[config.mk]
export PLATFORM = sky130hd
export DESIGN_NAME = pump_scheduler
export DESIGN_NICKNAME = d
export VERILOG_FILES = /design/src/rtl/pump_scheduler.sv
export SDC_FILE = /design/constraint.sdc
export NUM_CORES = 1
export LEC_CHECK = 0
export BUFFER_PORTS_ARGS = -buffer_cell sky130_fd_sc_hd__buf_2
export CORE_MARGIN = 2
export CORE_UTILIZATION = 55
export DETAILED_ROUTE_END_ITERATION = 12
export GPL_ROUTABILITY_DRIVEN = 1
export PLACE_DENSITY = 0.78
export SYNTH_ARGS = -nofsm -noshare
export SYNTH_HDL_FRONTEND = slang
export SYNTH_SLANG_ARGS = --single-unit
[constraint.sdc]
create_clock -name clk -period 2.3 [get_ports clk]
set_input_delay 0.46 -clock clk [delete_from_list [all_inputs] [get_ports clk]]
set_output_delay 0.46 -clock clk [all_outputs]
set_load 0.005 [all_outputs]
[src/rtl/pump_scheduler.sv]
// Fill-cycle controller for the two-pump tank: debounced start, minimum run time,
// alternating lead pump, dual-pump run on critical level, fault substitution and alarm.
module pump_scheduler #(
  parameter int unsigned START_DLY = 4,
  parameter int unsigned MIN_ON    = 8,
  parameter int unsigned CNT_W     = 8
) (
  input  logic clk,
  input  logic reset,
  input  logic lvl_lo,
  input  logic lvl_crit,
  input  logic lvl_hi,
  input  logic fault1,
  input  logic fault2,
  output logic pump1,
  output logic pump2,
  output logic lead,
  output logic alarm,
  output logic busy
);

  localparam logic [2:0] StIdle      = 3'd0;
  localparam logic [2:0] StDelay     = 3'd1;
  localparam logic [2:0] StRunSingle = 3'd2;
  localparam logic [2:0] StRunDual   = 3'd3;
  localparam logic [2:0] StFault     = 3'd4;

  localparam logic [CNT_W-1:0] DlyLoad = CNT_W'(START_DLY - 1);
  localparam logic [CNT_W-1:0] MinOn   = CNT_W'(MIN_ON);

  logic [2:0]       state_q, state_d;
  logic [CNT_W-1:0] cnt_q, cnt_d, cnt_inc;
  logic             lead_d;
  logic             pump1_d, pump2_d;
  logic             sens_err, both_flt;

  assign sens_err = lvl_hi & (lvl_lo | lvl_crit);
  assign both_flt = fault1 & fault2;
  assign cnt_inc  = (cnt_q >= MinOn) ? MinOn : cnt_q + CNT_W'(1);

  always_comb begin
    state_d = state_q;
    cnt_d   = cnt_q;
    lead_d  = lead;
    if (both_flt || sens_err) begin
      state_d = StFault;
      cnt_d   = '0;
    end else begin
      case (state_q)
        StIdle: begin
          if (lvl_lo) begin
            state_d = StDelay;
            cnt_d   = DlyLoad;
          end
        end
        StDelay: begin
          if (!lvl_lo) begin
            state_d = StIdle;
            cnt_d   = '0;
          end else if (cnt_q == '0) begin
            state_d = lvl_crit ? StRunDual : StRunSingle;
            cnt_d   = '0;
          end else begin
            cnt_d = cnt_q - CNT_W'(1);
          end
        end
        StRunSingle, StRunDual: begin
          if (lvl_hi && (cnt_q >= MinOn)) begin
            state_d = StIdle;
            cnt_d   = '0;
            lead_d  = ~lead;
          end else begin
            cnt_d = cnt_inc;
            if (lvl_crit) state_d = StRunDual;
          end
        end
        default: begin
          state_d = StIdle;
          cnt_d   = '0;
        end
      endcase
    end
  end

  // Substitution picks the healthy pump without touching lead.
  always_comb begin
    pump1_d = 1'b0;
    pump2_d = 1'b0;
    if (state_d == StRunSingle) begin
      pump1_d = lead_d ? fault2 : ~fault1;
      pump2_d = lead_d ? ~fault2 : fault1;
    end else if (state_d == StRunDual) begin
      pump1_d = ~fault1;
      pump2_d = ~fault2;
    end
  end

  always_ff @(posedge clk) begin
    if (reset) begin
      state_q <= StIdle;
      cnt_q   <= '0;
      lead    <= 1'b0;
      pump1   <= 1'b0;
      pump2   <= 1'b0;
      alarm   <= 1'b0;
      busy    <= 1'b0;
    end else begin
      state_q <= state_d;
      cnt_q   <= cnt_d;
      lead    <= lead_d;
      pump1   <= pump1_d;
      pump2   <= pump2_d;
      alarm   <= (state_d == StFault);
      busy    <= (state_d == StDelay) || (state_d == StRunSingle) || (state_d == StRunDual);
    end
  end

endmodule

==> results.md <==
* Sequential-to-total area share from yosys stat at 0.334
* Placed Area at 1060 sq um
* Post-synthesis instance total at around 120
* Die Width at 45.8 um
* Max Slew Vio Count at 0
* Syn Area/Cell at 8.27 sq um
* CTS root buf: clkbuf_4
* Ant diodes at 0
* # nets final at 145
* Clock Tree Buf Depth at 2
* Detailed Route Iter0 Violations at 65
* Finished Cell Area at roughly 1100 sq um
* Max Clock Freq at 482 MHz
* Detail Route Antenna Nets at 0
* Synth async-reset ratio at 0
* Slew @ Worst Pin at 0.564 ns
* Worst Setup End Kind: register
* Setup TNS at 0 ns
* Tmin final at 2.08 ns
* Routed wire length at 2330 um
* Vias in the first global route at 834
* Layout cells sized above 1 at 0.226
* GRT Total Usage at 0.256
* M1 WL at 946 um
* Peak supply drop at 0.409 mV
* CTS tree: done
* Overflow after GRT at 0
* Leakage at 0.435 nW
* Hold-fix buffers, CTS at 0
* Post-synth cell types at 43
* Filler cells at about 140
* Critical path startpoint category: register
* Final setup viols at 0
* Post-synth EDFFs at 0
* Gpl congestion at a little over 0.9
* Crit path arrival time at 2.25 ns
* Clock latency on the worst-skew pair at 0.28 ns
* Max_cap viols at 0
* Syn Std Cell Area at between 900 and 1000 sq um
* Average wire per standard cell at 15.5 um
* Residual DRC count at 0
* Pin count of the biggest net entering global routing at 10
* Std-Cell Rows at 15
* Via/cell ratio at 6.63
* Clock transition at the registers of the reported paths at 0.09 ns
* Clock buffer count from CTS at 3
* PortBufs at 11
* Initial core utilization at 0.568
* Core ar. at 1690 sq um
* Crit path kind: reg -> reg
* Met3 routed WL at 195 um
* First-pass GRT wire length at 3870 um
* Postcts setup bufs at 0
* WL met2 at 1120 um
* Power Dens Cells at 505 nW/um^2
* Die Ht at 45.8 um
* Slew headroom at 0.619
* First-pass detailed-route iteration total at 5
* Clk sinks at 16
* Highest routed layer: met4
* I/O pin cnt at 12
* CP max FO at 6
* Post-Route Skew at slightly above 0.005 ns
* Cts repair resizes at 0
* Synthesis Warnings at 0
* Die ar. at 2090 sq um
* Count of final hold-check violations at 0
* Worst EP required at 2.47 ns
* Ys flop type: dfxtp_1
* H-tree levels at 1
* Post-synthesis register bit count at 16
* Status: finished, final reports clean
* Worst min path class: in -> reg
* RSZ-0062 raised after global routing: no
* Syn nets at 126
* Synth-to-layout area growth at 12.6%
* Crit share post-route at 0.903
* Vias at about 990
* Dpl hpwl at ~1800 um
* Initial antenna violation count at 0
[flip-flops by register name (all words and copies together) (netlist names)]
| register | flops |
|---|---|
| pump2 | 1 |
| cnt_q | 8 |
| state_q | 3 |
| lead | 1 |
| pump1 | 1 |
| busy | 1 |
| alarm | 1 |
[cells in the mapped netlist, types with 2 or more instances]
cell | number | share of area
nor2_1 | 17 | 0.066
dfxtp_1 | 16 | 0.33
a21oi_1 | 11 | 0.057
inv_1 | 6 | 0.023
nand2_1 | 5 | 0.020
nand3_1 | 5 | 0.026
o21ai_0 | 5 | 0.026
nor4_1 | 4 | 0.026
a211oi_1 | 3 | 0.023
ha_1 | 3 | 0.039
nor3_1 | 3 | 0.016
o21ai_1 | 3 | 0.016
a221oi_1 | 2 | 0.018
a31oi_1 | 2 | 0.013
and3_1 | 2 | 0.013
o31ai_1 | 2 | 0.016
[power breakdown]
group / switching (mW) / internal (mW) / total, mW
combinational: 0.0614 / 0.0467 / 0.108
clock: 0.0816 / 0.0608 / 0.142
sequential: 0.00952 / 0.286 / 0.295
total: 0.153 / 0.393 / 0.546
[cells in the final DEF, fill, tap and decap left out, types with 3 or more instances in the layout]
master	n
buf_4	6
nor4_1	4
o21ai_1	3
a21oi_1	11
nand2_1	5
o21ai_0	5
buf_2	11
inv_1	6
ha_1	3
a211oi_1	3
nand3_1	5
clkbuf_4	3
nor3_1	3
dfxtp_1	16
nor2_1	17
[worst max-delay path, stage by stage, from the launching register on]
cell,delay [ns]
dfxtp_1,0.36
inv_1,0.12
ha_1,0.18
or4b_4,0.50
a2111oi_4,0.36
a211oi_1,0.11
o311a_1,0.34
[cell type report]
type | count | area [sq um] | area share
Clock buffer | 3 | 22.5 | 0.0208
Inverter | 6 | 22.5 | 0.0208
Multi-Input combinational cell | 91 | 594 | 0.550
Sequential cell | 16 | 320 | 0.296
Tap cell | 17 | 21.3 | 0.0197
Timing Repair Buffer | 17 | 100 | 0.0926
[cell families (layout without fill, tap and decap cells)]
group / Yosys count / in the layout / synth area share
flip-flops: 16 / 16 / 0.334
adder cells (fa/ha/maj): 3 / 3 / 0.0391
multiplexers: 1 / 1 / 0.0104
AND/OR/NAND/NOR: 49 / 49 / 0.287
AO/OA/AOI/OAI: 37 / 37 / 0.274
XOR/XNOR: 1 / 1 / 0.00913
buffers and inverters: 9 / 26 / 0.0469
[path summary, 6_finish.rpt]
check,startpoint,to,slack (ns),cells past startpoint
min reg2reg,cnt_q[5],cnt_q[5],0.56,2
max reg2reg,cnt_q[0],pump1,0.22,6
max,cnt_q[0],pump1,0.22,6
min,reset,lead,0.37,2
[routing by layer]
layer	GRT usage	vias to the layer above
li1	-	480
met1	0.348	450
met2	0.406	55
met3	0.0238	9
met4	0.120	0
met5	0	-
[stage by stage]
step           hold WS, ns  power [mW]  worst slack [ns]   util  cells
6_report             0.369       0.546             0.223  0.640    150
4_1_cts              0.366       0.548             0.233  0.640    150
3_5_place_dp         0.551       0.408             0.249  0.627    147
3_3_place_gp         0.530       0.405             0.340  0.627    147
2_1_floorplan        0.504       0.373             0.404      -    116
5_1_grt              0.375       0.571             0.116  0.640    150
(Power assumes the default switching activity.)
